==> src/rtl/ro_pkg.sv <==
// Shared constants and helpers for the readout-bus receive deserializer.
// Build option RO_DEMUX_LAST_EN adds the per-channel last-sample register.
package ro_pkg;

    localparam int N_CH_DEF = 17;
    localparam int W_DEF    = 8;

`ifdef RO_DEMUX_LAST_EN
    localparam bit LAST_EN = 1'b1;
`else
    localparam bit LAST_EN = 1'b0;
`endif

    function automatic int ch_w(input int n);
        return $clog2(n + 1);
    endfunction

    function automatic int fill_w(input int w);
        return $clog2(w + 1);
    endfunction

    // Trailing-ones count of c, saturating at n (all ones = idle slot)
    function automatic int tones(input logic [31:0] c, input int n);
        int k;
        k = 0;
        for (int i = 0; i < 32; i++) begin
            if (i < n && k == i && c[i]) begin
                k = i + 1;
            end
        end
        return k;
    endfunction

endpackage

==> src/rtl/ro_demux_if.sv <==
// Stream bundle between the bus retiming flop, ro_demux and the back-end.
// Build option RO_DEMUX_LAST_EN adds ch_last.
interface ro_demux_if
    import ro_pkg::*;
#(
    parameter int N_CH = N_CH_DEF,
    parameter int W    = W_DEF
);
    localparam int CH_W = ch_w(N_CH);

    logic            en;
    logic            sync;
    logic            bus_in;
    logic            slot_valid;
    logic [CH_W-1:0] slot_ch;
    logic            slot_bit;
    logic            word_valid;
    logic [CH_W-1:0] word_ch;
    logic [W-1:0]    word_data;
`ifdef RO_DEMUX_LAST_EN
    logic [N_CH-1:0] ch_last;
`endif

    modport master (
        output en, sync, bus_in,
        input  slot_valid, slot_ch, slot_bit,
        input  word_valid, word_ch, word_data
`ifdef RO_DEMUX_LAST_EN
        , input ch_last
`endif
    );

    modport slave (
        input  en, sync, bus_in,
        output slot_valid, slot_ch, slot_bit,
        output word_valid, word_ch, word_data
`ifdef RO_DEMUX_LAST_EN
        , output ch_last
`endif
    );

endinterface

==> src/rtl/ro_slot_dec.sv <==
// Slot owner decoder: trailing-ones priority encoder of the local count.
// All-ones count is the idle slot where no channel drives the bus.
module ro_slot_dec
    import ro_pkg::*;
#(
    parameter int N_CH = N_CH_DEF,
    parameter int CH_W = ch_w(N_CH)
) (
    input  logic [N_CH-1:0] i_cnt,
    output logic            o_idle,
    output logic [CH_W-1:0] o_k
);

    assign o_idle = &i_cnt;
    assign o_k    = CH_W'(tones(32'(i_cnt), N_CH));

endmodule

==> src/rtl/ro_demux.sv <==
// Readout-bus deserializer: tracks the gray slot owner, packs W-bit words.
// Build option RO_DEMUX_LAST_EN adds ch_last (most recent bit per channel).
module ro_demux
    import ro_pkg::*;
#(
    parameter int N_CH   = N_CH_DEF,
    parameter int W      = W_DEF,
    parameter int CH_W   = ch_w(N_CH),
    parameter int FILL_W = fill_w(W)
) (
    input  logic     clk_ext,
    input  logic     reset,
    ro_demux_if.slave rb
);

    localparam int IDX_W = (N_CH > 1) ? $clog2(N_CH) : 1;

    logic [N_CH-1:0]   r_cnt;
    // MSB of a full word is never kept: the word is emitted as it completes
    logic [W-2:0]      r_sr   [N_CH];
    logic [FILL_W-1:0] r_fill [N_CH];
    logic              r_slot_valid;
    logic [CH_W-1:0]   r_slot_ch;
    logic              r_slot_bit;
    logic              r_word_valid;
    logic [CH_W-1:0]   r_word_ch;
    logic [W-1:0]      r_word_data;

    logic              w_idle;
    logic [CH_W-1:0]   w_k;
    logic [IDX_W-1:0]  w_idx;
    logic              w_take;
    logic              w_last;

    ro_slot_dec #(
        .N_CH (N_CH),
        .CH_W (CH_W)
    ) u_dec (
        .i_cnt  (r_cnt),
        .o_idle (w_idle),
        .o_k    (w_k)
    );

    assign w_idx  = w_k[IDX_W-1:0];
    assign w_take = rb.en & ~w_idle;
    assign w_last = (r_fill[w_idx] == FILL_W'(W - 1));

    always_ff @(posedge clk_ext) begin
        if (reset) begin
            r_cnt        <= '0;
            r_slot_valid <= 1'b0;
            r_slot_ch    <= '0;
            r_slot_bit   <= 1'b0;
            r_word_valid <= 1'b0;
            r_word_ch    <= '0;
            r_word_data  <= '0;
            for (int i = 0; i < N_CH; i++) begin
                r_sr[i]   <= '0;
                r_fill[i] <= '0;
            end
        end else begin
            r_slot_valid <= 1'b0;
            r_word_valid <= 1'b0;
            if (rb.sync) begin
                r_cnt <= '0;
                for (int i = 0; i < N_CH; i++) begin
                    r_fill[i] <= '0;
                end
            end else if (rb.en) begin
                r_cnt <= r_cnt + 1'b1;
                if (w_take) begin
                    r_sr[w_idx]  <= (W-1)'({r_sr[w_idx], rb.bus_in});
                    r_slot_valid <= 1'b1;
                    r_slot_ch    <= w_k;
                    r_slot_bit   <= rb.bus_in;
                    if (w_last) begin
                        r_fill[w_idx] <= '0;
                        r_word_valid  <= 1'b1;
                        r_word_ch     <= w_k;
                        r_word_data   <= {r_sr[w_idx], rb.bus_in};
                    end else begin
                        r_fill[w_idx] <= r_fill[w_idx] + FILL_W'(1);
                    end
                end
            end
        end
    end

    assign rb.slot_valid = r_slot_valid;
    assign rb.slot_ch    = r_slot_ch;
    assign rb.slot_bit   = r_slot_bit;
    assign rb.word_valid = r_word_valid;
    assign rb.word_ch    = r_word_ch;
    assign rb.word_data  = r_word_data;

`ifdef RO_DEMUX_LAST_EN
    logic [N_CH-1:0] r_ch_last;

    always_ff @(posedge clk_ext) begin
        if (reset) begin
            r_ch_last <= '0;
        end else if (!rb.sync && w_take) begin
            r_ch_last[w_idx] <= rb.bus_in;
        end
    end

    assign rb.ch_last = r_ch_last;
`endif

endmodule

==> src/flat_wrapper.sv <==
// flat-port wrapper written by rule: the top's interface ports become plain ports
module ro_demux_flat import ro_pkg::*;
#(
    parameter int N_CH   = N_CH_DEF,
    parameter int W      = W_DEF,
    parameter int CH_W   = ch_w(N_CH),
    parameter int FILL_W = fill_w(W)
)
  (clk_ext, reset, rb_en, rb_sync, rb_bus_in, rb_slot_valid, rb_slot_ch, rb_slot_bit, rb_word_valid, rb_word_ch, rb_word_data);
  ro_demux_if #(.N_CH(N_CH), .W(W)) rb_i ();
  input  logic clk_ext;
  input  logic reset;
  input wire logic [$bits(rb_i.en)-1:0] rb_en;
  input wire logic [$bits(rb_i.sync)-1:0] rb_sync;
  input wire logic [$bits(rb_i.bus_in)-1:0] rb_bus_in;
  output wire logic [$bits(rb_i.slot_valid)-1:0] rb_slot_valid;
  output wire logic [$bits(rb_i.slot_ch)-1:0] rb_slot_ch;
  output wire logic [$bits(rb_i.slot_bit)-1:0] rb_slot_bit;
  output wire logic [$bits(rb_i.word_valid)-1:0] rb_word_valid;
  output wire logic [$bits(rb_i.word_ch)-1:0] rb_word_ch;
  output wire logic [$bits(rb_i.word_data)-1:0] rb_word_data;
  assign rb_i.en = rb_en;
  assign rb_i.sync = rb_sync;
  assign rb_i.bus_in = rb_bus_in;
  assign rb_slot_valid = rb_i.slot_valid;
  assign rb_slot_ch = rb_i.slot_ch;
  assign rb_slot_bit = rb_i.slot_bit;
  assign rb_word_valid = rb_i.word_valid;
  assign rb_word_ch = rb_i.word_ch;
  assign rb_word_data = rb_i.word_data;
  ro_demux #(.N_CH(N_CH), .W(W), .CH_W(CH_W), .FILL_W(FILL_W)) u_core (.clk_ext(clk_ext), .reset(reset), .rb(rb_i));
endmodule
==> config.mk <==
export PLATFORM = sky130hd
export DESIGN_NAME = ro_demux_flat
export DESIGN_NICKNAME = d
export VERILOG_FILES = /design/src/rtl/ro_pkg.sv /design/src/rtl/ro_demux_if.sv /design/src/rtl/ro_slot_dec.sv /design/src/rtl/ro_demux.sv /design/src/flat_wrapper.sv
export SDC_FILE = /design/constraint.sdc
export NUM_CORES = 1
export LEC_CHECK = 0
export CAP_MARGIN = 20
export CORE_ASPECT_RATIO = 0.6
export CORE_MARGIN = 1.5
export CORE_UTILIZATION = 58
export CTS_BUF_LIST = sky130_fd_sc_hd__clkbuf_16
export CTS_CLUSTER_DIAMETER = 40
export DETAILED_ROUTE_END_ITERATION = 6
export HOLD_SLACK_MARGIN = 0.06
export PLACE_DENSITY = 0.87
export SYNTH_ARGS = -nofsm -noshare
export SYNTH_HDL_FRONTEND = slang
export SYNTH_SLANG_ARGS = --single-unit
==> constraint.sdc <==
create_clock -name clk_ext -period 7 [get_ports clk_ext]
set_input_delay 1.4 -clock clk_ext [delete_from_list [all_inputs] [get_ports clk_ext]]
set_output_delay 1.4 -clock clk_ext [all_outputs]
set_load 0.02 [all_outputs]
==> results of run 1 <==
[flip-flops by register name, indices dropped and copies added, names as in the netlist]
register	count
u_core.r_cnt	17
u_core.r_fill	72
u_core.r_sr	126
u_core.rb.slot_bit	1
u_core.rb.slot_ch	5
u_core.rb.slot_valid	1
u_core.rb.word_ch	5
u_core.rb.word_data	8
u_core.rb.word_valid	1
[area by class of cell]
type | instances | share of cell area
Clock buffer | 25 | 0.0511
Timing Repair Buffer | 39 | 0.0297
Tap cell | 246 | 0.0252
Inverter | 18 | 0.00552
Sequential cell | 236 | 0.548
Clock inverter | 19 | 0.00941
Multi-Input combinational cell | 705 | 0.331
[synthesized netlist by cell type (7+ instances only)]
| library cell | instances |
|---|---|
| buf_2 | 17 |
| o21ai_1 | 9 |
| nand3_1 | 50 |
| o21ai_0 | 15 |
| clkbuf_1 | 46 |
| a211oi_2 | 8 |
| a211oi_1 | 26 |
| mux2i_1 | 33 |
| edfxtp_1 | 198 |
| nand2_1 | 113 |
| a21oi_1 | 50 |
| buf_6 | 7 |
| dfxtp_1 | 38 |
| xor2_1 | 7 |
| inv_2 | 10 |
| nor3_1 | 7 |
| nor2_1 | 214 |
| and3_1 | 25 |
| or3_1 | 9 |
| a31oi_1 | 8 |
| nand2b_1 | 24 |
| inv_1 | 7 |
[where the power goes]
group | switching (uW) | internal [uW]
clock network | 559 | 658
registers | 20.7 | 1570
logic | 138 | 49.4
[worst max path at each step]
stage	startpoint	to	slack (ns)	cells after the start
finish	u_core.r_cnt[0]$_SDFFE_PP0P_	u_core.r_fill[10][0]$_SDFFCE_PN0P_	1.20	14
floorplan	u_core.r_cnt[0]$_SDFFE_PP0P_	u_core.r_fill[0][2]$_SDFFCE_PN0P_	2.41	17
CTS	u_core.r_cnt[0]$_SDFFE_PP0P_	u_core.r_fill[11][1]$_SDFFCE_PN0P_	1.40	14
detailed placement	u_core.r_cnt[0]$_SDFFE_PP0P_	u_core.r_fill[16][1]$_SDFFCE_PN0P_	1.49	14
global placement	u_core.r_cnt[0]$_SDFFE_PP0P_	u_core.r_fill[13][1]$_SDFFCE_PN0P_	1.68	14
global route	u_core.r_cnt[0]$_SDFFE_PP0P_	u_core.r_fill[10][0]$_SDFFCE_PN0P_	1.11	14
[logic make-up after synthesis]
| kind of cell | synth area share |
|---|---|
| mux | 0.0370 |
| xor+xnor | 0.00942 |
| flops | 0.601 |
| fa+ha+maj | 0.00449 |
| compound gates | 0.115 |
| buf+inv | 0.0386 |
| simple gates | 0.195 |
[through the flow]
| stage | cell area [um^2] | total power (uW) |
|---|---|---|
| finish | 12200 | 2990 |
| global route | 12200 | 3070 |
| CTS | 12200 | 2990 |
| detailed placement | 11500 | 1790 |
| global placement | 11500 | 1790 |
| floorplan | 11200 | 1730 |
[worst max-delay path, stage by stage (launching register included)]
cell and delay, ns:
dfxtp_1 0.43, ha_1 0.36, nand2_1 0.15, or4_1 0.69
nor4b_4 0.66, mux2_4 0.54, mux2_1 0.29, o221ai_1 0.14
a211oi_2 0.41, nor2_2 0.15, inv_2 0.12, ha_1 0.24
inv_1 0.16, o311ai_4 0.94, nor2_1 0.17
[metal layers]
layer / vias to the layer above / part of all wire / track usage
met2: 691 / 0.40 / 0.402
met1: 4046 / 0.41 / 0.463
met4: 0 / 0.018 / 0.0518
met3: 71 / 0.18 / 0.131
li1: 3703 / - / -
met5: - / 0 / 0
==> metrics.csv, run 1 <==
metric,value,unit
I/O Buffers,25,
Mapped Nets,1042,
routed vias,8511,
Fin Setup TNS,0,ns
RSZ-0062 raised after global routing,false,
fin. max-slew vios,0,
Post-CTS Setup Bufs,0,
final hold vios,0,
drt wl/cell,23.7,um
Die H,110,um
most frequent cells in the layout,"nor2_1 (213), edfxtp_1 (198), nand2_1 (112)",
Rows,39,
area occupied by multi-input gates,4050,um^2
Post-DP HPWL,20.7,mm
largest net degree at the start of global routing,42,
Ys Warns,0,
placed cells,1243,
Hold Crit Class,reg2reg,
Iteration-0 DRC Markers,1423,
1st-pass router iterations,7,
# fillers,1446,
worst-path maximum fanout,41,
CTS-repair resized insts,0,
peak supply drop,0.000161,V
Clock transition at path regs,0.07,ns
worst hold stages,2,
Synth area leaders,"edfxtp_1 (53%), nor2_1 (7.2%), dfxtp_1 (6.8%)",
Floorplan Core Area,18900,um^2
GPL Wtd Cong,0.956,
Min Hold Slack,0.491,ns
initial antenna violation count,0,
CTS tree,done,
Final Core Density,0.646,
register bit total from synthesis,236,
Rel. slew slack,0.259,
Layout Nets,1033,
crit path time final,5.80,ns
sequential element share of the synthesized area,0.601,
failing checks,design-rule violations,
Final Cycle Share,0.828,
maximum root-to-sink buffer count,3,
worst skew pair latency,0.53,ns
Initial Utilization,0.589,
Num CTS Buffers,24,
Max Cap Violations,0,
area occupied by registers,6710,um^2
Worst EP required,7.22,ns
outcome,"complete, but fails checks",
Syn Inst Count,1033,
Clock Sinks,236,
Setup WS post-layout,1.20,ns
pwr dens,245,nW/um^2
Critical R2R Capture,u_core.r_fill[10][0]$_SDFFCE_PN0P_,
Area growth syn-to-layout,9.62,%
Startpoint Class,register,
H-tree levels,1,
post-route ant nets,0,
Netlist Area Pre-Place,11200,um^2
post-synth top area share,0.533,
drt drc,1,
Tot GR Track Use,0.303,
crit path kind,reg2reg,
Worst EP arrival,6.02,ns
final WL,30.5,mm
pre-CTS setup slack,1.49,ns
syn avg cell area,10.8,um^2
final setup vio count,0,
ratio of cells with drive above 1 in the final layout,0.0969,
Leak Pwr,0.00435,uW
Least-Margin Pin Slew,1.11,ns
FF-to-FF setup slack,1.20,ns
worst clock skew,0.0196,ns
vias in the first global route,7754,
die area,20100,um^2
f_max,173,MHz
Netlist cell types,75,
I/O pins,26,
hold_buf cts,0,
Hold EP,u_core.rb.slot_ch[0]$_SDFFE_PP0P_,
grt total ovfl,0,
first-pass GRT wire length,46.0,mm
final cell count without fillers,1288,
root buffer cell,clkbuf_16,
ANT cells,0,
crit path capture type,register,
"EDFF count, synth",198,
cell taking the most area after synthesis,edfxtp_1,
"Top FF cell, synth",edfxtp_1,
Die Wd,182,um
drt via density,6.61,
reg2reg start,u_core.r_cnt[0]$_SDFFE_PP0P_,
Async SR Flop Fraction,0,
hold_sp,u_core.rb.slot_ch[0]$_SDFFE_PP0P_,
FF-to-FF path depth,14,
"commonest non-fill, non-tap cell in the layout",nor2_1,
Note: power is estimated with default switching activity, not from simulation.
==> inputs of run 2 (changes only) <==
--- a/config.mk
+++ b/config.mk
@@ -8,12 +8,12 @@
 export CAP_MARGIN = 20
 export CORE_ASPECT_RATIO = 0.6
 export CORE_MARGIN = 1.5
-export CORE_UTILIZATION = 58
+export CORE_UTILIZATION = 54
 export CTS_BUF_LIST = sky130_fd_sc_hd__clkbuf_16
 export CTS_CLUSTER_DIAMETER = 40
 export DETAILED_ROUTE_END_ITERATION = 6
 export HOLD_SLACK_MARGIN = 0.06
-export PLACE_DENSITY = 0.87
+export PLACE_DENSITY = 0.86
 export SYNTH_ARGS = -nofsm -noshare
 export SYNTH_HDL_FRONTEND = slang
 export SYNTH_SLANG_ARGS = --single-unit
==> constraint.sdc (replaced) <==
create_clock -name clk_ext -period 5 [get_ports clk_ext]
set_input_delay 1 -clock clk_ext [delete_from_list [all_inputs] [get_ports clk_ext]]
set_output_delay 1 -clock clk_ext [all_outputs]
set_load 0.02 [all_outputs]
==> run 2 against run 1 <==
Compared with the run above: the run now ends clean; die area increased by 7.2%; total power increased by 45%; critical path type unchanged; largest cell class unchanged; combinational power increased by 46%; maximum frequency increased by 22%; core utilization decreased by 1.9 points.
==> metrics.csv, run 2 (same netlist as run 1, synthesis figures left out) <==
metric,value,unit,change
outcome,completed,,"was complete, but fails checks"
Rel. slew slack,0.441,,was 0.259
Area growth syn-to-layout,13.0,%,was 9.62%
Tot GR Track Use,0.291,,was 0.303
WL met3,5.15,mm,was 5.46 mm
final hold vios,0,,unchanged
I/O pins,26,,unchanged
final WL,31.1,mm,was 30.5 mm
Seq pwr share,0.513,,was 0.531
H-tree levels,1,,unchanged
peak supply drop,0.000419,V,was 0.000161 V
Gate power share,0.063,,about the same
pwr dens,344,nW/um^2,was 245 nW/um^2
post-route ant nets,0,,unchanged
Final Cycle Share,0.948,,was 0.828
Hold Crit Class,reg2reg,,unchanged
Layout Nets,1062,,was 1033
Int Pwr,3330,uW,was 2280 uW
Rows,40,,was 39
grt total ovfl,0,,unchanged
crit path time final,4.74,ns,was 5.80 ns
CTS tree,done,,unchanged
"commonest non-fill, non-tap cell in the layout",nor2_1,,unchanged
largest net degree at the start of global routing,40,,was 42
Leak Pwr,0.00454,uW,was 0.00435 uW
die area,21600,um^2,was 20100 um^2
vias in the first global route,7934,,was 7754
worst skew pair latency,0.53,ns,about the same
drt via density,6.42,,was 6.61
final cell count without fillers,1344,,was 1288
maximum root-to-sink buffer count,3,,unchanged
Clock transition at path regs,0.07,ns,about the same
Top Metal Used,met4,,unchanged
hold_buf cts,0,,unchanged
RSZ-0062 raised after global routing,false,,unchanged
ratio of cells with drive above 1 in the final layout,0.126,,was 0.0969
Worst EP arrival,4.98,ns,was 6.02 ns
routed vias,8630,,was 8511
crit path capture type,register,,unchanged
Post-DP HPWL,21.4,mm,was 20.7 mm
Final Cell Area,12600,um^2,was 12200 um^2
Initial Utilization,0.555,,was 0.589
Sw Pwr,1010,uW,was 718 uW
max FFs per register,126,,unchanged
Die H,114,um,was 110 um
GPL Wtd Cong,0.986,,was 0.956
fin. max-slew vios,0,,unchanged
Net Sw Frac,0.232,,was 0.240
Top Registers,"u_core.r_sr x126, u_core.r_fill x72, u_core.r_cnt x17",,unchanged
most frequent cells in the layout,"nor2_1 (212), edfxtp_1 (198), nand2_1 (112)",,"was nor2_1 (213), edfxtp_1 (198), nand2_1 (112)"
Clock Sinks,236,,unchanged
1st-pass router iterations,5,,was 7
met2 WL,12.1,mm,about the same
I/O Buffers,25,,unchanged
DRT met1 WL,13.2,mm,was 12.4 mm
worst-path maximum fanout,14,,was 41
Iteration-0 DRC Markers,1405,,was 1423
pre-CTS setup slack,0.0721,ns,was 1.49 ns
first-pass GRT wire length,46.9,mm,was 46.0 mm
register with the most flip-flops,u_core.r_sr,,unchanged
drt drc,0,,was 1
f_max,211,MHz,was 173 MHz
crit path kind,reg2reg,,unchanged
root buffer cell,clkbuf_16,,unchanged
ANT cells,0,,unchanged
Worst EP required,5.24,ns,was 7.22 ns
Fin Setup TNS,0,ns,unchanged
Least-Margin Pin Slew,0.835,ns,was 1.11 ns
Setup WS post-layout,0.262,ns,was 1.20 ns
Max Cap Violations,0,,unchanged
initial antenna violation count,0,,unchanged
drt wl/cell,23.1,um,was 23.7 um
final setup vio count,0,,unchanged
Post-Place Cell Area,11800,um^2,was 11500 um^2
Floorplan Core Area,20100,um^2,was 18900 um^2
worst clock skew,0.0235,ns,was 0.0196 ns
placed cells,1299,,was 1243
clock power share,0.424,,was 0.406
Die Wd,189,um,was 182 um
Final Core Density,0.627,,was 0.646
Startpoint Class,register,,unchanged
Num CTS Buffers,24,,unchanged
FF-to-FF setup slack,0.26,ns,was 1.20 ns
run 2: worst paths after layout:
kind                                  startpoint                                   to  cells after the start
min reg2reg  u_core.rb.word_data[7]$_SDFFE_PP0P_  u_core.rb.word_data[7]$_SDFFE_PP0P_                      2
min          u_core.rb.word_data[7]$_SDFFE_PP0P_  u_core.rb.word_data[7]$_SDFFE_PP0P_                      2
max                 u_core.r_cnt[0]$_SDFFE_PP0P_   u_core.r_fill[13][1]$_SDFFCE_PN0P_                     13
max reg2reg         u_core.r_cnt[0]$_SDFFE_PP0P_   u_core.r_fill[13][1]$_SDFFCE_PN0P_                     13
run 2: power by group through the flow:
stage / combinational (uW) / sequential [uW] / clock, uW
after floorplan: 173 / 2250 / 0
after global placement: 257 / 2260 / 0
after detailed placement: 262 / 2270 / 0
after CTS: 264 / 2220 / 1850
after global routing: 288 / 2230 / 1920
final: 273 / 2230 / 1840
run 2: worst max-delay path, cell delays in order, from the launching register on:
cell and delay [ns]:
dfxtp_1 0.42, ha_1 0.36, nand2_1 0.16, or4_1 0.71
o221ai_1 0.48, a22oi_2 0.22, nor2_2 0.42, a2111oi_0 0.21
o31ai_2 0.31, ha_1 0.31, inv_1 0.16, o311ai_4 0.32
buf_4 0.29, nor2_1 0.08
run 2: timing repair:
item                                    4_1_cts  5_1_grt
hold endpoints to repair                      0        0
endpoints found under the setup margin        0       86
setup buffers                                 0        1
resized for setup                             0        7
run 2: layout make-up:
cell class,count,area (um^2)
fillers,1586,7510
flip-flops and latches,236,6710
multi-input cells,705,4070
clock buffers,26,651
repair buffers,68,614
well taps,273,342
clock inverters,18,163
inverters,18,67.6
run 2: stage by stage:
step | hold slack [ns] | total power (uW)
final | 0.490 | 4340
after global routing | 0.516 | 4440
after CTS | 0.492 | 4340
after detailed placement | 0.479 | 2530
after global placement | 0.469 | 2520
after floorplan | 0.484 | 2430
run 2: metal layers:
layer | GRT usage | vias to the layer above
met5 | 0 | -
met4 | 0.0540 | 0
met3 | 0.110 | 62
met2 | 0.391 | 663
met1 | 0.445 | 4132
li1 | - | 3773
==> inputs of run 3 (changes only) <==
--- a/config.mk
+++ b/config.mk
@@ -7,13 +7,13 @@
 export LEC_CHECK = 0
 export CAP_MARGIN = 20
 export CORE_ASPECT_RATIO = 0.6
-export CORE_MARGIN = 1.5
 export CORE_UTILIZATION = 54
 export CTS_BUF_LIST = sky130_fd_sc_hd__clkbuf_16
 export CTS_CLUSTER_DIAMETER = 40
 export DETAILED_ROUTE_END_ITERATION = 6
 export HOLD_SLACK_MARGIN = 0.06
 export PLACE_DENSITY = 0.86
+export SKIP_CTS_REPAIR_TIMING = 1
 export SYNTH_ARGS = -nofsm -noshare
 export SYNTH_HDL_FRONTEND = slang
 export SYNTH_SLANG_ARGS = --single-unit
==> run 3 against run 2 <==
Compared with the run above: sequential power hardly changed; critical path depth is 2 higher; highest routed layer unchanged; final area is 0.83% lower; largest cell class unchanged; clock skew is 0.0026 ns lower; clock power is 8% lower; critical path type unchanged; critical endpoint is now u_core.r_fill[7][1]$_SDFFCE_PN0P_.
==> metrics.csv, run 3 (same netlist as run 1, synthesis figures left out) <==
metric,value,unit,change
routed vias,8628,,was 8630
final WL,31.3,mm,was 31.1 mm
Num CTS Buffers,25,,was 24
FF-to-FF setup slack,0.12,ns,was 0.26 ns
final hold vios,0,,unchanged
worst-path maximum fanout,15,,was 14
H-tree levels,1,,unchanged
Iteration-0 DRC Markers,1524,,was 1405
I/O pins,26,,unchanged
Final Core Density,0.621,,was 0.627
root buffer cell,clkbuf_16,,unchanged
max FFs per register,126,,unchanged
Worst EP arrival,5.12,ns,was 4.98 ns
worst hold stages,2,,unchanged
drt wl/cell,23.4,um,was 23.1 um
Int Pwr,3190,uW,was 3330 uW
Startpoint Class,register,,unchanged
peak supply drop,0.000266,V,was 0.000419 V
clock power share,0.404,,was 0.424
most frequent cells in the layout,"nor2_1 (212), edfxtp_1 (198), nand2_1 (112)",,unchanged
f_max,205,MHz,was 211 MHz
"commonest non-fill, non-tap cell in the layout",nor2_1,,unchanged
Net Sw Frac,0.240,,was 0.232
Hold Crit Class,reg2reg,,unchanged
post-route ant nets,0,,unchanged
fin. max-slew vios,0,,unchanged
Area growth syn-to-layout,12.1,%,was 13.0%
maximum root-to-sink buffer count,3,,unchanged
placed cells,1296,,was 1299
grt total ovfl,0,,unchanged
initial antenna violation count,0,,unchanged
Worst path depth,15,,was 13
Post-DP HPWL,21.6,mm,was 21.4 mm
ANT cells,0,,unchanged
1st-pass router iterations,6,,was 5
Min Hold Slack,0.487,ns,was 0.490 ns
Rows,40,,unchanged
largest net degree at the start of global routing,40,,unchanged
vias in the first global route,7796,,was 7934
register with the most flip-flops,u_core.r_sr,,unchanged
worst clock skew,0.0210,ns,was 0.0235 ns
Seq pwr share,0.531,,was 0.513
crit path time final,4.88,ns,was 4.74 ns
Die H,113,um,was 114 um
Leak Pwr,0.00450,uW,was 0.00454 uW
CTS tree,done,,unchanged
Layout Nets,1060,,was 1062
crit path capture type,register,,unchanged
Tot GR Track Use,0.295,,was 0.291
FF-to-FF path depth,15,,was 13
Worst EP required,5.25,ns,was 5.24 ns
Clock Sinks,236,,unchanged
Initial Utilization,0.555,,unchanged
final setup vio count,0,,unchanged
Die Wd,188,um,was 189 um
drt drc,0,,unchanged
Final Cell Area,12500,um^2,was 12600 um^2
die area,21300,um^2,was 21600 um^2
pwr dens,336,nW/um^2,was 344 nW/um^2
Crit-path slowest cell,mux2i_1,,was or4_1
crit-path cells,"ha_1, mux2i_1, or4_1, o221ai_1, a22oi_1, nand2b_1, o221ai_1, a211oi_2, nor2_2, inv_2, ha_1, inv_1, o311ai_4, buf_12, nor2_1",,"was ha_1, nand2_1, or4_1, o221ai_1, a22oi_2, nor2_2, a2111oi_0, o31ai_2, ha_1, inv_1, o311ai_4, buf_4, nor2_1"
Floorplan Core Area,20100,um^2,unchanged
Least-Margin Pin Slew,0.847,ns,was 0.835 ns
crit path kind,reg2reg,,unchanged
first-pass GRT wire length,47.0,mm,was 46.9 mm
Gate power share,0.064,,was 0.063
worst skew pair latency,0.53,ns,about the same
crit path buf inv count,3,,was 2
GPL Wtd Cong,1.04,,was 0.986
Max Cap Violations,0,,unchanged
Post-Place Cell Area,11700,um^2,was 11800 um^2
Final Cycle Share,0.975,,was 0.948
I/O Buffers,25,,unchanged
Top Registers,"u_core.r_sr x126, u_core.r_fill x72, u_core.r_cnt x17",,unchanged
CP max stage delay,0.55,ns,was 0.71 ns
drt via density,6.44,,was 6.42
final cell count without fillers,1339,,was 1344
Sw Pwr,1010,uW,about the same
Clock transition at path regs,0.06,ns,was 0.07 ns
CP top delay family,compound AO/OA/AOI/OAI gates,,unchanged
Rel. slew slack,0.433,,was 0.441
outcome,completed,,unchanged
ratio of cells with drive above 1 in the final layout,0.121,,was 0.126
==> run 3: cell types whose count changed in the layout (fill, tap and decap cells not counted), sizes merged <==
cell and delta:
clkbuf -1, clkinv -6, bufinv -2, inv +7, buf -3
==> run 3: power by group through the flow <==
stage               logic, uW  clock network, uW  registers, uW
floorplan                 173                  0           2250
global placement          251                  0           2270
detailed placement        257                  0           2270
CTS                       259               1700           2230
global route              283               1780           2230
finish                    269               1700           2230
==> run 3: worst register-to-register path, cell delays in order, from the launching register on <==
cell and delay, ns:
dfxtp_1 0.44, ha_1 0.23, mux2i_1 0.55, or4_1 0.43, o221ai_1 0.26, a22oi_1 0.42, nand2b_1 0.36, o221ai_1 0.20
a211oi_2 0.33, nor2_2 0.14, inv_2 0.11, ha_1 0.24, inv_1 0.15, o311ai_4 0.45, buf_12 0.21, nor2_1 0.08
==> run 3: area by class of cell <==
cell class	instances	area (um^2)
Fill cell	1572	7620
Multi-Input combinational cell	705	4060
Clock inverter	17	97.6
Tap cell	273	342
Inverter	18	67.6
Timing Repair Buffer	65	601
Clock buffer	25	626
Sequential cell	236	6710
==> run 3: through the flow <==
| step | setup TNS (ns) | total power, uW | setup WS [ns] |
|---|---|---|---|
| floorplan | 0 | 2430 | 0.410 |
| global placement | 0 | 2520 | 0.169 |
| detailed placement | 0 | 2530 | 0.124 |
| CTS | 0 | 4190 | 0.0953 |
| global route | -0.209 | 4290 | -0.0274 |
| finish | 0 | 4200 | 0.125 |
==> run 3: path summary, 6_finish.rpt <==
path,start,endpoint
worst max-delay path,u_core.r_cnt[0]$_SDFFE_PP0P_,u_core.r_fill[7][1]$_SDFFCE_PN0P_
worst min-delay path,u_core.rb.word_data[7]$_SDFFE_PP0P_,u_core.rb.word_data[7]$_SDFFE_PP0P_
worst max register to register,u_core.r_cnt[0]$_SDFFE_PP0P_,u_core.r_fill[7][1]$_SDFFCE_PN0P_
worst min register to register,u_core.rb.word_data[7]$_SDFFE_PP0P_,u_core.rb.word_data[7]$_SDFFE_PP0P_
==> run 3: routing by layer <==
metal,vias up,part of all wire,track usage
li1,3748,-,-
met1,4085,0.40,0.455
met3,57,0.19,0.118
met5,-,0,0
met4,0,0.016,0.0542
met2,738,0.39,0.387
